## src/rtl/microwave_pkg.sv

```systemverilog
// Shared types and key-decode helpers for the microwave keypad path.
package microwave_pkg;

    localparam int BCD_W = 4;
    localparam int KEY_N = 10;

    typedef enum logic [1:0] {
        IDLE,
        SETTLE,
        WAIT_RELEASE
    } state_t;

    function automatic logic is_onehot(input logic [KEY_N-1:0] k);
        int n;
        n = 0;
        for (int i = 0; i < KEY_N; i++) begin
            if (k[i]) n++;
        end
        return (n == 1);
    endfunction

    // Lowest set bit wins; only called on snapshots already known to be one-hot.
    function automatic logic [BCD_W-1:0] onehot_to_bcd(input logic [KEY_N-1:0] k);
        logic [BCD_W-1:0] code;
        code = '0;
        for (int i = KEY_N - 1; i >= 0; i--) begin
            if (k[i]) code = BCD_W'(i);
        end
        return code;
    endfunction

endpackage

```

## src/rtl/keypad_entry_ctrl_settle_counter.sv

```systemverilog
// Debounce settle counter shared by the press and release phases.
module settle_counter #(
    parameter int SETTLE_CYCLES = 4,
    parameter int CNT_W         = 3
) (
    input  logic clk,
    input  logic clear,
    input  logic restart,
    input  logic start,
    input  logic inc,
    output logic tc
);

    localparam logic [CNT_W-1:0] TC_VAL = CNT_W'(SETTLE_CYCLES - 1);

    logic [CNT_W-1:0] cnt;

    // start loads 1 because the sample that triggers it already counts as the first match.
    always_ff @(posedge clk) begin
        if (clear || restart) begin
            cnt <= '0;
        end else if (start) begin
            cnt <= CNT_W'(1);
        end else if (inc) begin
            cnt <= cnt + 1'b1;
        end
    end

    assign tc = (cnt == TC_VAL);

endmodule

```

## src/rtl/keypad_entry_ctrl.sv

```systemverilog
// Keypad debounce, validation and mm:ss digit entry.
// Optional auto-repeat of a held key is built when KEY_REPEAT_EN is defined.
module keypad_entry_ctrl
    import microwave_pkg::*;
#(
    parameter int SETTLE_CYCLES = 4,
    parameter int CNT_W         = 3,
    parameter int MAX_DIGITS    = 4
`ifdef KEY_REPEAT_EN
    ,
    parameter int REPEAT_CYCLES = 6
`endif
) (
    input  logic        clk,
    input  logic        clear,
    input  logic [9:0]  keys,
    input  logic        clr_entry,
    output logic        key_valid,
    output logic [3:0]  key_code,
    output logic [15:0] digits,
    output logic [2:0]  digit_cnt,
    output logic        busy,
    output logic        error
);

    localparam logic [2:0] MAX_D = 3'(MAX_DIGITS);

    state_t           state;
    logic [KEY_N-1:0] snap;
    logic             tc;
    logic             cnt_restart, cnt_start, cnt_inc;
    logic             settle_fire, rep_fire, fire, accept_ok;

    settle_counter #(
        .SETTLE_CYCLES(SETTLE_CYCLES),
        .CNT_W        (CNT_W)
    ) u_settle (
        .clk    (clk),
        .clear  (clear),
        .restart(cnt_restart),
        .start  (cnt_start),
        .inc    (cnt_inc),
        .tc     (tc)
    );

    always_comb begin
        cnt_restart = 1'b0;
        cnt_start   = 1'b0;
        cnt_inc     = 1'b0;
        case (state)
            IDLE: begin
                if (keys != '0) cnt_start = 1'b1;
            end
            SETTLE: begin
                if (keys == '0)        cnt_restart = 1'b1;
                else if (keys != snap) cnt_start   = 1'b1;
                else if (tc)           cnt_restart = 1'b1;
                else                   cnt_inc     = 1'b1;
            end
            WAIT_RELEASE: begin
                if (keys != '0 || tc) cnt_restart = 1'b1;
                else                  cnt_inc     = 1'b1;
            end
            default: cnt_restart = 1'b1;
        endcase
    end

`ifdef KEY_REPEAT_EN
    localparam int REP_W = $clog2(REPEAT_CYCLES + 1);
    localparam logic [REP_W-1:0] REP_TC = REP_W'(REPEAT_CYCLES - 1);

    logic [REP_W-1:0] rep_cnt;
    logic             rep_hold;

    assign rep_hold = (state == WAIT_RELEASE) && (keys == snap) && is_onehot(snap);
    assign rep_fire = rep_hold && (rep_cnt == REP_TC);

    always_ff @(posedge clk) begin
        if (clear || !rep_hold || rep_cnt == REP_TC) begin
            rep_cnt <= '0;
        end else begin
            rep_cnt <= rep_cnt + 1'b1;
        end
    end
`else
    assign rep_fire = 1'b0;
`endif

    assign settle_fire = (state == SETTLE) && (keys != '0) && (keys == snap) && tc;
    assign fire        = settle_fire || rep_fire;
    assign accept_ok   = is_onehot(snap) && (digit_cnt < MAX_D);
    assign busy        = (state != IDLE);

    always_ff @(posedge clk) begin
        if (clear) begin
            state     <= IDLE;
            snap      <= '0;
            key_valid <= 1'b0;
            error     <= 1'b0;
            key_code  <= '0;
            digits    <= '0;
            digit_cnt <= '0;
        end else begin
            key_valid <= 1'b0;
            error     <= 1'b0;
            case (state)
                IDLE: begin
                    if (keys != '0) begin
                        snap  <= keys;
                        state <= SETTLE;
                    end
                end
                SETTLE: begin
                    if (keys == '0)        state <= IDLE;
                    else if (keys != snap) snap  <= keys;
                    else if (tc)           state <= WAIT_RELEASE;
                end
                WAIT_RELEASE: begin
                    if (keys == '0 && tc) state <= IDLE;
                end
                default: state <= IDLE;
            endcase
            if (fire) begin
                if (accept_ok) begin
                    key_valid <= 1'b1;
                    key_code  <= onehot_to_bcd(snap);
                    digits    <= {digits[11:0], onehot_to_bcd(snap)};
                    digit_cnt <= digit_cnt + 1'b1;
                end else begin
                    error <= 1'b1;
                end
            end
            // Entry clear overrides a same-cycle shift; key_valid/key_code still report it.
            if (clr_entry) begin
                digits    <= '0;
                digit_cnt <= '0;
            end
        end
    end

endmodule

```

## config.mk

```make
export PLATFORM = sky130hd
export DESIGN_NAME = keypad_entry_ctrl
export DESIGN_NICKNAME = d
export VERILOG_FILES = /design/src/rtl/microwave_pkg.sv /design/src/rtl/keypad_entry_ctrl_settle_counter.sv /design/src/rtl/keypad_entry_ctrl.sv
export SDC_FILE = /design/constraint.sdc
export NUM_CORES = 1
export LEC_CHECK = 0
export CORE_AREA = 3 3 80 82
export CTS_CLUSTER_SIZE = 40
export DETAILED_ROUTE_END_ITERATION = 6
export DIE_AREA = 0 0 83 85
export MAX_ROUTING_LAYER = met4
export PLACE_DENSITY = 0.74
export RECOVER_POWER = 100
export SLEW_MARGIN = 20
export SYNTH_ARGS = -nofsm -noshare
export SYNTH_HDL_FRONTEND = slang
export SYNTH_HIERARCHICAL = 1
export SYNTH_SLANG_ARGS = --single-unit
```

## constraint.sdc

```tcl
create_clock -name clk -period 6.05 [get_ports clk]
set_input_delay 0.9075 -clock clk [delete_from_list [all_inputs] [get_ports clk]]
set_output_delay 0.9075 -clock clk [all_outputs]
set_load 0.01 [all_outputs]
```

==> run_results.csv, run 1 <==
group,metric,value,unit
power,powerDensity,265,mW/mm^2
timing,tightest_slew,910,ps
floorplanning,rows,28,
finish,num-nets-final,403,
clock_network,cts.sinks,40,
clock_network,htree_levels,2,
timing,fin_skew,10.4,ps
setup_path,slowest_stage,"dfxtp_2",
drt,routed_via_density,5.58,
power,p_leak,0.00148,uW
logic_synthesis,synth_area,0.00282,mm^2
setup_path,worst-setup-path-type,"reg -> reg",
logic_synthesis,yosysWarnings,6,
logic_synthesis,synth_seq_cells,40,
setup_path,worst-endpoint-arrival,6020,ps
drt,drtIter0Drc,92,
drt,dr.pass1.iters,4,
grt,grt.met2_usage,32.6,%
setup_path,rr_worst_depth,29,
flow_run,maxCapViolCount,0,
floorplanning,die_h,85,um
clock_network,clk_latency,290,ps
timing,hold_viol_final,0,
status,outcome,"complete, no violations",
drt,wl,6900,um
setup_path,path_common_cell,"ha_4",
finish,syn2layout_area_growth,30.8,%
logic_synthesis,synthArstFlopShare,0,%
timing,period_minus_slack,5840,ps
timing,fmax,171,MHz
grt,grt_start_max_net_pins,28,
setup_path,startpoint,"snap[0]",
setup_path,slowest_delay,350,ps
setup_path,rr_endpoint,"key_code[0]",
floorplanning,die-area,0.00706,mm^2
finish,drive_gt1_share,16.8,%
min_path,hold_path_class,"reg -> reg",
clock_network,cts_made_buffers,5,
timing,drv_slew,0,
grt,grtUsageMet1,23.7,%
logic_synthesis,syn_avg_cell_area,8.77,um^2
finish,final_area,0.00368,mm^2
logic_synthesis,ys_types,59,
logic_synthesis,synth_edf_count,0,
clock_network,path_clk_slew,80,ps
grt,grt-busiest-layer,"met2",
setup_path,crit_path_end_kind,"register",
setup_path,endpoint,"key_code[0]",
logic_synthesis,synth-seq-area-share,28.4,%
floorplanning,boundaryPins,39,
setup_path,reg2reg_from,"snap[0]",
placed_design,dp.final_hpwl,4690,um
grt,track_usage,19.3,%
setup_path,cp-start-kind,"register",
floorplanning,fp.coreArea,0.00582,mm^2
setup_path,crit_required,6230,ps
grt,grt_pass1_wl,11100,um
grt,met3_usage,3.88,%
setup_path,rrSetupSlack,210,ps
timing,setup_viol,0,
grt,grt_overflow_total,0,
logic_synthesis,synth-main-ff-cell,"dfxtp_1",
power,peakVddDrop,162,uV
placed_design,place.gp.congestion,0.878,
timing,finalCritPeriodShare,96.6,%
timing,tns,0,ps
clock_network,ctsHoldBuffers,0,
clock_network,cts_tree,"built",
setup_path,crit_family,"adder cells",
grt,antenna_found_initial,0,
clock_network,clockBufferDepth,2,
drt,antenna_left,0,
clock_network,cts_root_buffer,"clkbuf_8",
timing,maxSlewHeadroom,39.1,%
drt,wl_per_cell,15.3,um
placed_design,port_buffers,38,
floorplanning,die_w,83,um
logic_synthesis,syn-instance-count,321,
drt,drc,0,
setup_path,worst-path-stages,29,
grt,grt_pass1_vias,2467,
finish,n_antenna_cell,0,
drt,num_vias,2511,
setup_path,critPathBufInv,2,
logic_synthesis,syn_nets,350,
setup_path,crit_fanout,4,
placed_design,place_area,0.00329,mm^2
timing,hold_ws,460,ps
floorplanning,initial_core_util,48.4,%
[logic make-up after synthesis]
kind of cell | synth area share (%)
xor gates and xnor gates | 11.2
buffers and inverters | 5.24
adders and majority gates | 7.47
muxes | 13.3
AOI/OAI and AO/OA | 12.1
and+or+nand+nor | 22.1
DFF | 28.4
[report_power, final]
group	switching, uW	internal (uW)
clock network	96.6	92.3
registers	19.3	272
logic	241	255
[Yosys cell counts, types with 3 or more instances]
master / count / area, um^2
ha_1: 16 / 200
nor4_1: 3 / 18.8
a211oi_1: 3 / 22.5
dfxtp_1: 40 / 801
nand2_1: 40 / 150
xor2_1: 7 / 61.3
o2111ai_1: 3 / 26.3
mux2_2: 3 / 33.8
o211ai_1: 3 / 22.5
and2_1: 5 / 31.3
nand2b_1: 6 / 37.5
xnor2_1: 14 / 123
a21oi_1: 6 / 30.0
clkbuf_1: 8 / 30.0
nand4_1: 7 / 43.8
nor3_1: 3 / 15.0
o21ai_0: 9 / 45.0
nor2b_1: 4 / 25.0
nor2_1: 30 / 113
inv_1: 14 / 52.6
buf_2: 4 / 20.0
nand3_1: 4 / 20.0
o22ai_1: 5 / 31.3
mux2i_1: 33 / 330
nand3b_1: 3 / 22.5
[stage by stage]
stage / instances / utilization, % / setup WS, ps / total power [uW]
5_1_grt: 450 / 63.3 / -125 / 1050
3_3_place_gp: 429 / 56.6 / 82.8 / 655
2_1_floorplan: 321 / - / 47.9 / 577
4_1_cts: 442 / 59.5 / 9.83 / 875
6_report: 450 / 63.3 / 206 / 977
3_5_place_dp: 429 / 56.6 / -76.3 / 666
[placed cells by master, fill, tap and decap left out, types with 7 or more instances in the layout]
cell type	n
dlygate4sd3_1	27
o21ai_0	8
inv_1	13
nand2_1	37
mux2i_1	32
ha_1	10
clkdlybuf4s50_1	11
nand4_1	7
buf_4	16
dfxtp_1	38
nor2_1	30
xnor2_1	13
[sequential cells by signal, indices dropped and copies added, names as in the netlist]
signal / flops
key_valid: 1
state: 2
key_code: 4
u_settle/cnt: 3
digit_cnt: 3
digits: 16
error: 1
snap: 10
[cell type report]
class / count / area [um^2]
Multi-Input combinational cell: 251 / 2000
Sequential cell: 40 / 803
Fill cell: 494 / 2130
Clock buffer: 6 / 82.6
Timing Repair Buffer: 62 / 636
Inverter: 14 / 52.6
Clock inverter: 2 / 15.0
Tap cell: 75 / 93.8
[tightest hold or removal path, cell delays in order, from the launching register on]
cell and delay (ps):
dfxtp_1 310, nand2_1 50, mux2i_1 50
[per-layer routing]
metal  vias to the layer above  wire (um)  share of wire (%)
li1                       1246          -                  -
met1                      1201       3000                 44
met2                        55       3580                 52
met3                         9        242                3.5
met4                         0         74                1.1
met5                         -          0                  0
[worst min-delay path by stage]
| stage | startpoint | to | cells past startpoint |
|---|---|---|---|
| floorplan | u_settle/cnt[1] | u_settle/cnt[1] | 2 |
| global placement | digits[15] | digits[15] | 2 |
| detailed placement | digits[15] | digits[15] | 2 |
| CTS | digits[15] | digits[15] | 2 |
| global route | digits[12] | digits[12] | 2 |
| finish | digits[15] | digits[15] | 2 |
[timing repair]
action,CTS,global route
gates resized for setup,4,28
cloned,1,2
endpoints found under the setup margin,22,24
buffers inserted,4,6
pin swaps,2,8
Power figures use the tool's default switching activity.
==> run 2, diff against run 1 <==
--- a/config.mk
+++ b/config.mk
@@ -5,12 +5,12 @@
 export SDC_FILE = /design/constraint.sdc
 export NUM_CORES = 1
 export LEC_CHECK = 0
-export CORE_AREA = 3 3 80 82
+export CORE_AREA = 3 3 76 78
 export CTS_CLUSTER_SIZE = 40
 export DETAILED_ROUTE_END_ITERATION = 6
-export DIE_AREA = 0 0 83 85
+export DIE_AREA = 0 0 79 81
 export MAX_ROUTING_LAYER = met4
-export PLACE_DENSITY = 0.74
+export PLACE_DENSITY = 0.78
 export RECOVER_POWER = 100
 export SLEW_MARGIN = 20
 export SYNTH_ARGS = -nofsm -noshare
==> constraint.sdc (replaced) <==
create_clock -name clk -period 5.6 [get_ports clk]
set_input_delay 0.84 -clock clk [delete_from_list [all_inputs] [get_ports clk]]
set_output_delay 0.84 -clock clk [all_outputs]
set_load 0.01 [all_outputs]
==> run 2 against run 1 <==
Compared with the run above: the run now ends with negative setup slack left; count of clock-buffer cells in the layout is 1 lower; critical path depth did not move; sequential power grew 9.6%; combinational power increased by 26%; clock power grew 29%; hold slack worse by 0.69 ps; flip-flop and latch count unchanged; critical endpoint unchanged.
==> run_results.csv, run 2 (synthesis results as in run 1) <==
group,metric,value,unit
finish,mostFrequentLayoutCells,"38 x nand2_1, 38 x dfxtp_1, 38 x buf_4, 32 x mux2i_1, 29 x nor2_1",
grt,grt.met2_usage,44.1,%
drt,drtIter0Drc,100,
finish,largest_register_ffs,16,
drt,wl_per_cell,16.3,um
grt,grt_start_max_net_pins,28,
setup_path,startpoint,"snap[1]",
drt,antenna_left,0,
timing,drv_slew,0,
timing,maxSlewHeadroom,35.2,%
setup_path,crit_family,"adder cells",
setup_path,crit_fanout,3,
flow_run,maxCapViolCount,0,
min_path,min_from,"digits[12]",
drt,wl,7590,um
clock_network,clk_latency,300,ps
placed_design,dp.final_hpwl,4840,um
floorplanning,boundaryPins,39,
placed_design,place.gp.congestion,0.885,
setup_path,slowest_stage,"dfxtp_4",
finish,n_antenna_cell,0,
timing,rsz0062_at_grt,"yes",
setup_path,slowest_delay,380,ps
grt,grt-busiest-layer,"met2",
floorplanning,die-area,0.00640,mm^2
drt,dr.pass1.iters,4,
grt,grt_pass1_wl,12700,um
finish,top_regs,"digits: 16 flops, snap: 10 flops, key_code: 4 flops",
floorplanning,die_w,79,um
finish,num-nets-final,424,
finish,multiInputGateArea,0.00202,mm^2
clock_network,cts_root_buffer,"clkbuf_8",
setup_path,critPathBufInv,2,
timing,hold_viol_final,0,
finish,syn2layout_area_growth,37.6,%
power,p_leak,0.00160,uW
placed_design,place_area,0.00341,mm^2
power,p_total,1190,uW
floorplanning,fp.coreArea,0.00514,mm^2
finish,fillers,371,
grt,grt_overflow_total,0,
setup_path,worst-endpoint-arrival,5970,ps
clock_network,htree_levels,2,
placed_design,place_ws,-289,ps
setup_path,cp-start-kind,"register",
grt,grt_pass1_vias,2716,
timing,setup_slack,-178,ps
setup_path,worst-setup-path-type,"reg -> reg",
setup_path,crit_path_end_kind,"register",
floorplanning,rows,26,
setup_path,rrSetupSlack,-180,ps
finish,final_util,75.3,%
power,powerDensity,307,mW/mm^2
timing,finalCritPeriodShare,103,%
setup_path,reg2reg_from,"snap[1]",
clock_network,path_clk_slew,80,ps
floorplanning,die_h,81,um
status,outcome,"finished with violations",
timing,setup_viol,23,
finish,drive_gt1_share,22.2,%
clock_network,cts_made_buffers,5,
status,failed_checks,"negative setup slack",
min_path,hold_path_class,"reg -> reg",
finish,top_register,"digits",
drt,routed_via_density,5.70,
clock_network,cts.sinks,40,
finish,regArea,808,um^2
placed_design,port_buffers,38,
setup_path,path_common_cell,"ha_4",
clock_network,cts_tree,"built",
grt,track_usage,25.7,%
timing,tns,-2940,ps
setup_path,crit_required,5800,ps
timing,tightest_slew,969,ps
drt,drc,0,
grt,grtUsageMet1,30.3,%
floorplanning,initial_core_util,54.8,%
grt,met3_usage,4.43,%
timing,fin_skew,11.0,ps
finish,final_area,0.00387,mm^2
grt,antenna_found_initial,0,
clock_network,ctsHoldBuffers,0,
clock_network,clockBufferDepth,2,
timing,fmax,173,MHz
drt,num_vias,2658,
timing,period_minus_slack,5780,ps
power,peakVddDrop,216,uV
-- run 2: area by class of cell --
type | count | share of cell area, %
clock buffer | 5 | 1.78
clock inverter | 3 | 1.10
inverter | 14 | 1.49
multi-input combinational | 251 | 52.1
sequential | 40 | 20.9
tap | 70 | 2.26
timing repair buffer | 83 | 20.4
-- run 2: final timing paths --
path | endpoint | cells past startpoint
hold / removal | digits[12] | 2
setup reg to reg | key_code[0] | 29
setup / recovery | key_code[0] | 29
hold reg to reg | digits[12] | 2
-- run 2: repair_timing --
| item | in CTS | in global routing |
|---|---|---|
| setup buffers | 23 | 4 |
| gates resized for setup | 18 | 13 |
| gates cloned | 2 | 0 |
| setup endpoints to repair | 23 | 25 |
| pin swaps | 3 | 5 |
-- run 2: report_power, final --
group | leakage [uW] | internal, uW | switching [uW]
Sequential | 0.000326 | 294 | 25.9
Combinational | 0.00121 | 337 | 288
Clock | 0.0000541 | 132 | 111
-- run 2: tightest hold or removal path, cell delays in order (launching register included) --
cell,delay [ps]
dfxtp_1,310
nand2_1,50
mux2i_1,50
-- run 2: layer usage --
metal  share of wire, %  vias up
met5                  0        -
met4                1.6        0
met3                3.9       12
met2                 52       65
met1                 43     1285
li1                   -     1296
-- run 2: per-stage QoR --
| stage | hold WS (ps) | cells |
|---|---|---|
| 2_1_floorplan | 465 | 321 |
| 3_3_place_gp | 444 | 434 |
| 4_1_cts | 463 | 467 |
| 6_report | 460 | 466 |
| 5_1_grt | 486 | 466 |
| 3_5_place_dp | 449 | 434 |
